### src/rtl/multicycle_main_fsm.sv
// Main control FSM of the multicycle RV32I core: sequences one instruction at a time
// through fetch/decode/execute/memory/writeback and decodes datapath controls from state.
module multicycle_main_fsm #(
   parameter bit MEM_HANDSHAKE = 1'b1
) (
   input  logic       clk,
   input  logic       reset,
   input  logic [6:0] op,
   input  logic       MemReady,
   output logic       PCUpdate,
   output logic       Branch,
   output logic       RegWrite,
   output logic       MemWrite,
   output logic       IRWrite,
   output logic       AdrSrc,
   output logic [1:0] ResultSrc,
   output logic [1:0] ALUSrcA,
   output logic [1:0] ALUSrcB,
   output logic [1:0] DecOp,
   output logic       IllegalInstr,
   output logic       InstrDone,
   output logic [3:0] State
);

   typedef enum logic [3:0] {
      S_FETCH    = 4'd0,
      S_DECODE   = 4'd1,
      S_MEMADR   = 4'd2,
      S_MEMREAD  = 4'd3,
      S_MEMWB    = 4'd4,
      S_MEMWRITE = 4'd5,
      S_EXECR    = 4'd6,
      S_EXECI    = 4'd7,
      S_ALUWB    = 4'd8,
      S_JAL      = 4'd9,
      S_BRANCH   = 4'd10,
      S_JALR     = 4'd11,
      S_JALRWB   = 4'd12,
      S_LUI      = 4'd13
   } state_t;

   state_t r_state;
   state_t w_decState;
   logic   w_ready;
   logic   w_legal;

   // With the handshake disabled MemReady may be X, so it must never reach the logic.
   assign w_ready = MEM_HANDSHAKE ? MemReady : 1'b1;
   assign State   = r_state;

   always_comb begin
      case (op)
         7'b0000011, 7'b0100011, 7'b0110011, 7'b0010011, 7'b1100011,
         7'b1101111, 7'b1100111, 7'b0110111, 7'b0010111: w_legal = 1'b1;
         default:                                         w_legal = 1'b0;
      endcase
   end

   always_ff @(posedge clk) begin
      if (reset) begin
         r_state <= S_FETCH;
      end else begin
         case (r_state)
            S_FETCH:    r_state <= w_ready ? S_DECODE : S_FETCH;
            S_DECODE: begin
               case (op)
                  7'b0000011, 7'b0100011: r_state <= S_MEMADR;
                  7'b0110011:             r_state <= S_EXECR;
                  7'b0010011:             r_state <= S_EXECI;
                  7'b1100011:             r_state <= S_BRANCH;
                  7'b1101111:             r_state <= S_JAL;
                  7'b1100111:             r_state <= S_JALR;
                  7'b0110111:             r_state <= S_LUI;
                  7'b0010111:             r_state <= S_ALUWB;
                  default:                r_state <= S_FETCH;
               endcase
            end
            S_MEMADR:   r_state <= op[5] ? S_MEMWRITE : S_MEMREAD;
            S_MEMREAD:  r_state <= w_ready ? S_MEMWB : S_MEMREAD;
            S_MEMWRITE: r_state <= w_ready ? S_FETCH : S_MEMWRITE;
            S_EXECR, S_EXECI, S_LUI, S_JAL: r_state <= S_ALUWB;
            S_JALR:     r_state <= S_JALRWB;
            default:    r_state <= S_FETCH;
         endcase
      end
   end

   // Reset shows FETCH selects; strobes are cleared afterwards so nothing writes mid-reset.
   always_comb begin
      w_decState   = reset ? S_FETCH : r_state;
      PCUpdate     = 1'b0;
      Branch       = 1'b0;
      RegWrite     = 1'b0;
      MemWrite     = 1'b0;
      IRWrite      = 1'b0;
      AdrSrc       = 1'b0;
      ResultSrc    = 2'b00;
      ALUSrcA      = 2'b00;
      ALUSrcB      = 2'b00;
      DecOp        = 2'b00;
      IllegalInstr = 1'b0;
      InstrDone    = 1'b0;
      case (w_decState)
         S_FETCH: begin
            ALUSrcB   = 2'b10;
            DecOp     = 2'b10;
            ResultSrc = 2'b10;
            IRWrite   = w_ready;
            PCUpdate  = w_ready;
         end
         S_DECODE: begin
            ALUSrcA      = 2'b01;
            ALUSrcB      = 2'b01;
            DecOp        = 2'b10;
            IllegalInstr = ~w_legal;
            InstrDone    = ~w_legal;
         end
         S_MEMADR: begin
            ALUSrcA = 2'b10;
            ALUSrcB = 2'b01;
         end
         S_MEMREAD: AdrSrc = 1'b1;
         S_MEMWB: begin
            ResultSrc = 2'b01;
            RegWrite  = 1'b1;
            InstrDone = 1'b1;
         end
         S_MEMWRITE: begin
            AdrSrc    = 1'b1;
            MemWrite  = 1'b1;
            InstrDone = w_ready;
         end
         S_EXECR: begin
            ALUSrcA = 2'b10;
            DecOp   = 2'b11;
         end
         S_EXECI: begin
            ALUSrcA = 2'b10;
            ALUSrcB = 2'b01;
            DecOp   = 2'b11;
         end
         S_LUI: begin
            ALUSrcA = 2'b11;
            ALUSrcB = 2'b01;
            DecOp   = 2'b10;
         end
         S_ALUWB: begin
            RegWrite  = 1'b1;
            InstrDone = 1'b1;
         end
         S_JAL: begin
            ALUSrcA  = 2'b01;
            ALUSrcB  = 2'b10;
            DecOp    = 2'b10;
            PCUpdate = 1'b1;
         end
         S_JALR: begin
            ALUSrcA   = 2'b10;
            ALUSrcB   = 2'b01;
            DecOp     = 2'b10;
            ResultSrc = 2'b10;
            PCUpdate  = 1'b1;
         end
         S_JALRWB: begin
            ALUSrcA   = 2'b01;
            ALUSrcB   = 2'b10;
            DecOp     = 2'b10;
            ResultSrc = 2'b10;
            RegWrite  = 1'b1;
            InstrDone = 1'b1;
         end
         S_BRANCH: begin
            ALUSrcA   = 2'b10;
            DecOp     = 2'b01;
            Branch    = 1'b1;
            InstrDone = 1'b1;
         end
         default: ;
      endcase
      if (reset) begin
         PCUpdate     = 1'b0;
         Branch       = 1'b0;
         RegWrite     = 1'b0;
         MemWrite     = 1'b0;
         IRWrite      = 1'b0;
         IllegalInstr = 1'b0;
         InstrDone    = 1'b0;
      end
   end

endmodule

### config.mk
export PLATFORM = sky130hd
export DESIGN_NAME = multicycle_main_fsm
export DESIGN_NICKNAME = d
export VERILOG_FILES = /design/src/rtl/multicycle_main_fsm.sv
export SDC_FILE = /design/constraint.sdc
export NUM_CORES = 1
export LEC_CHECK = 0
export ABC_AREA = 1
export BUFFER_PORTS_ARGS = -buffer_cell sky130_fd_sc_hd__buf_2
export CAP_MARGIN = 20
export CORE_MARGIN = 2
export CORE_UTILIZATION = 43
export DETAILED_ROUTE_END_ITERATION = 8
export HOLD_SLACK_MARGIN = 0.1
export PLACE_DENSITY = 0.77
export SLEW_MARGIN = 10
export SYNTH_ARGS = -nofsm -noshare
export SYNTH_HDL_FRONTEND = slang
export SYNTH_SLANG_ARGS = --single-unit
### constraint.sdc
create_clock -name clk -period 1.35 [get_ports clk]
set_input_delay 0.0675 -clock clk [delete_from_list [all_inputs] [get_ports clk]]
set_output_delay 0.0675 -clock clk [all_outputs]
set_load 0.1 [all_outputs]
==> results of run 1 <==
[Yosys cell counts (all sizes together)]
master / number
nor3: 2
nand4: 4
dfxtp: 4
a21oi: 5
o21ai: 4
inv: 16
nand3: 17
nand2: 30
nor2: 27
o32ai: 1
o211ai: 1
clkbuf: 1
a21boi: 1
[kinds of logic after synthesis]
logic type / synth area share
and+or+nand+nor: 0.628
AOI/OAI and AO/OA: 0.120
DFF: 0.140
buffers and inverters: 0.112
[stage by stage]
| stage | instances | hold WS [ns] |
|---|---|---|
| after floorplan | 113 | 0.312 |
| after global placement | 176 | 0.439 |
==> results.md, run 1 <==
* Count of cell types in the netlist at 18
* # rows at 13
* Error msg: [ERROR DPL-0038] Utilization greater than 100%, impossible to legalize
* Top-Level Pins at 30
* Status: stopped before the end
* IO Port Bufs at 29
* Synthesized area at 572 µm²
* DIE HEIGHT at 40.5 µm
* Initial Util at 0.451
* Syn Inst Count at 113
* Area leader, netlist: nand2_1
* DIE WIDTH at 40.5 µm
* Synth warn at 0
* Failing step: 3_5_place_dp
* Synthesized flop and latch total at 4
* GPL Wtd Cong at 0.968
* Top cell type's share of synthesized area at 0.190
* Synth Area per Inst at 5.06 µm²
* Top cells by area, synth: nand2_1, nand3_1, nor2_1
* Register area share after synthesis at 0.140
* Syn_nets at 123
==> run 2, diff against run 1 <==
CORE_AREA = 2 2 63 65   (was default)
CORE_MARGIN = default   (was 2)
CORE_UTILIZATION = default   (was 43)
DIE_AREA = 0 0 65 67   (was default)
HOLD_SLACK_MARGIN = default   (was 0.1)
PLACE_DENSITY = default   (was 0.77)
PLACE_DENSITY_LB_ADDON = 0.15   (was default)
==> run 2 against run 1 <==
Synthesized cell count stayed put. The flow now finishes, with violations (setup timing). Synthesized area stayed put.
==> results.md, run 2 <==
* FF-to-FF Start: State[1]
* Synthesized area at 572 µm²
* P_int at 447 µW
* Seq pwr share at 0.166
* Routed len/inst at 10.6 µm
* Worst Path Required at 1.28 ns
* Longest Clk Path Bufs at 2
* Synth warn at 0
* Cell family with most CP delay: simple AND/OR/NAND/NOR gates
* Critical path class: flip-flop to primary output
* Sw Ratio at 0.398
* Slowest cell on crit path: dfxtp_4
* Clock Sinks at 4
* Core Region at 3610 µm²
* GRT Util Overall at 0.111
* Final Slew Violations at 0
* Final WS setup at -0.174 ns
* Grt ovf at 0
* Total Power at 742 µW
* Reg2reg path depth at 8
* Hold Violations, Final at 0
* P_sw at 295 µW
* DR pass1 iterations at 4
* Layout cells sized above 1 at 0.617
* Vias in the first global route at 905
* Logic pwr share at 0.505
* Reg clk slew, reported paths at 0.03 ns
* Buffers & Inverters on Critical Path at 2
* Hold depth at 4
* Fmax at 656 MHz
* Final setup fails at 15
* Worst clock skew at 0.000932 ns
* DIE HEIGHT at 67 µm
* CP peak stage delay at 0.37 ns
* Syn Inst Count at 113
* Setup tns final at -1.52 ns
* Via/cell ratio at 4.33
* Hpwl dp at 1.93 mm
* Die ar. at 4360 µm²
* FF/Latch Area at 95.1 µm²
* CP Cell Sequence: nor2_4, nand4_1, nand2_2, nor2_4, buf_6, nand2_4, buf_12
* Hold Crit Class: primary input to flip-flop
* Status: finished with violations
* Reg-to-Reg End: State[2]
* Worst EP arrival at 1.46 ns
* Worst Hold Launch: op[5]
* Share of flip-flops with an asynchronous set or reset at 0
* Crit share post-route at 1.13
* GPL Wtd Cong at 0.793
* RSZ-0062 raised after global routing: true
* R2R setup slack at 0.11 ns
* Global-route wire length before repair at 3.79 mm
* Total wire length at 2.37 mm
* Initial antenna violation count at 0
* Most frequent cells in the layout: buf_4, nand2_1, buf_12, nor2_1, buf_2
* Worst-Skew Late Latency at 0.21 ns
* Via count at 965
* Final Critical Period at 1.52 ns
* Synth Flop Type: dfxtp_1
* DR iter-0 viols at 30
* Largest net degree at the start of global routing at 9
* Area grow syn2layout at 178%
* Count of cell types in the netlist at 18
* Initial Util at 0.159
* Top cells by area, synth: nand2_1, nand3_1, nor2_1
* DRT antenna net count at 0
* Max VDD drop at 0.257 mV
* Largest register FFs at 4
* DIE WIDTH at 65 µm
* H-tree depth at 1
* Top-Level Pins at 30
* Pwr Density at 467 nW/µm²
* Worst Setup End Kind: primary output
* Hold worst-path end: State[1]
* Rel. slew slack at 0.675
* CTS tree: yes
* Most common cell after layout, fill and taps aside: buf_4
* Clock Power Share at 0.329
* EDFF count, synth at 0
* P_leak at 0.738 nW
* Top cells by count, synth: nand2_1, nor2_1, nand3_1, inv_1, a21oi_1
* Most frequent CP cell: nor2_4
* Failing checks: setup timing
* Most common cell in the netlist: nand2_1
* CP max FO at 5
* ANT cells at 0
* Register area share after synthesis at 0.140
* Area leader, netlist: nand2_1
* MaxCap Viol Count at 0
* Synth Area per Inst at 5.06 µm²
* Total CTS buffers at 3
* Multi-input logic area at 662 µm²
* Fillers at 365
* Top cell type's share of synthesized area at 0.190
* Syn_nets at 123
* Root Driver: clkbuf_8
* # DRC at 0
* IO Port Bufs at 29
* Final net count at 187
* Worst slew pin tran at 0.492 ns
* Synthesized flop and latch total at 4
* # rows at 22
* CP Launch Type: flip-flop
## run 2: cell counts after synthesis
Identical to the previous run, type by type.
## run 2: stage by stage
stage / std cells / utilization / instance area (µm²) / setup WS, ns / hold WS [ns]
6_report: 223 / 0.441 / 1590 / -0.174 / 0.293
5_1_grt: 223 / 0.441 / 1590 / -0.264 / 0.321
4_1_cts: 217 / 0.410 / 1480 / -0.150 / 0.274
3_5_place_dp: 208 / 0.364 / 1310 / -0.0776 / 0.465
3_3_place_gp: 208 / 0.364 / 1310 / -0.0920 / 0.469
2_1_floorplan: 113 / - / 729 / -1.07 / 0.312
## run 2: worst register-to-register path: cells and delay by family, from the launching register on
family          cells  cell delay [ns]
flops               1             0.38
simple gates        4             0.31
buf+inv             3             0.29
compound gates      1             0.14
## run 2: worst max path at each step
| stage | to | cells past startpoint | slack, ns | start |
|---|---|---|---|---|
| after global placement | DecOp[1] | 6 | -0.09 | State[0] |
| after global routing | ResultSrc[1] | 5 | -0.26 | State[3] |
| after detailed placement | DecOp[1] | 6 | -0.08 | State[0] |
| final | ALUSrcA[0] | 7 | -0.17 | State[0] |
| after CTS | DecOp[1] | 6 | -0.15 | State[2] |
| after floorplan | ResultSrc[1] | 4 | -1.07 | State[3] |
## run 2: area by class of cell
type / count / area share
multi-input cells: 92 / 0.417
repair buffers: 60 / 0.411
flip-flops and latches: 4 / 0.0598
inverters: 16 / 0.0488
well taps: 48 / 0.0378
clock buffers: 3 / 0.0260
## run 2: logic make-up (layout without fill, tap and decap cells)
logic type,count (synthesis),in the layout,share of synthesized area
flops,4,4,0.140
simple gates,80,80,0.628
compound gates,12,12,0.120
buf+inv,17,79,0.112
## run 2: power groups by stage
stage	logic (mW)	clock network [mW]	registers, mW
finish	0.375	0.244	0.123
global placement	0.329	0	0.124
CTS	0.351	0.252	0.124
detailed placement	0.331	0	0.124
global route	0.394	0.270	0.123
floorplan	0.182	0	0.141
## run 2: layer usage
layer	vias to the layer above	GRT usage	part of all wire
met2	19	0.232	0.59
met1	447	0.108	0.36
met4	0	0.0399	0.0063
li1	497	-	-
met5	-	0	0
met3	2	0.0186	0.046
## run 2: repair_timing
action,4_1_cts,5_1_grt
setup buffers,6,6
pin swaps,11,5
hold buffers,0,0
endpoints found under the setup margin,16,18
resized for setup,22,15
Power figures use the tool's default switching activity.
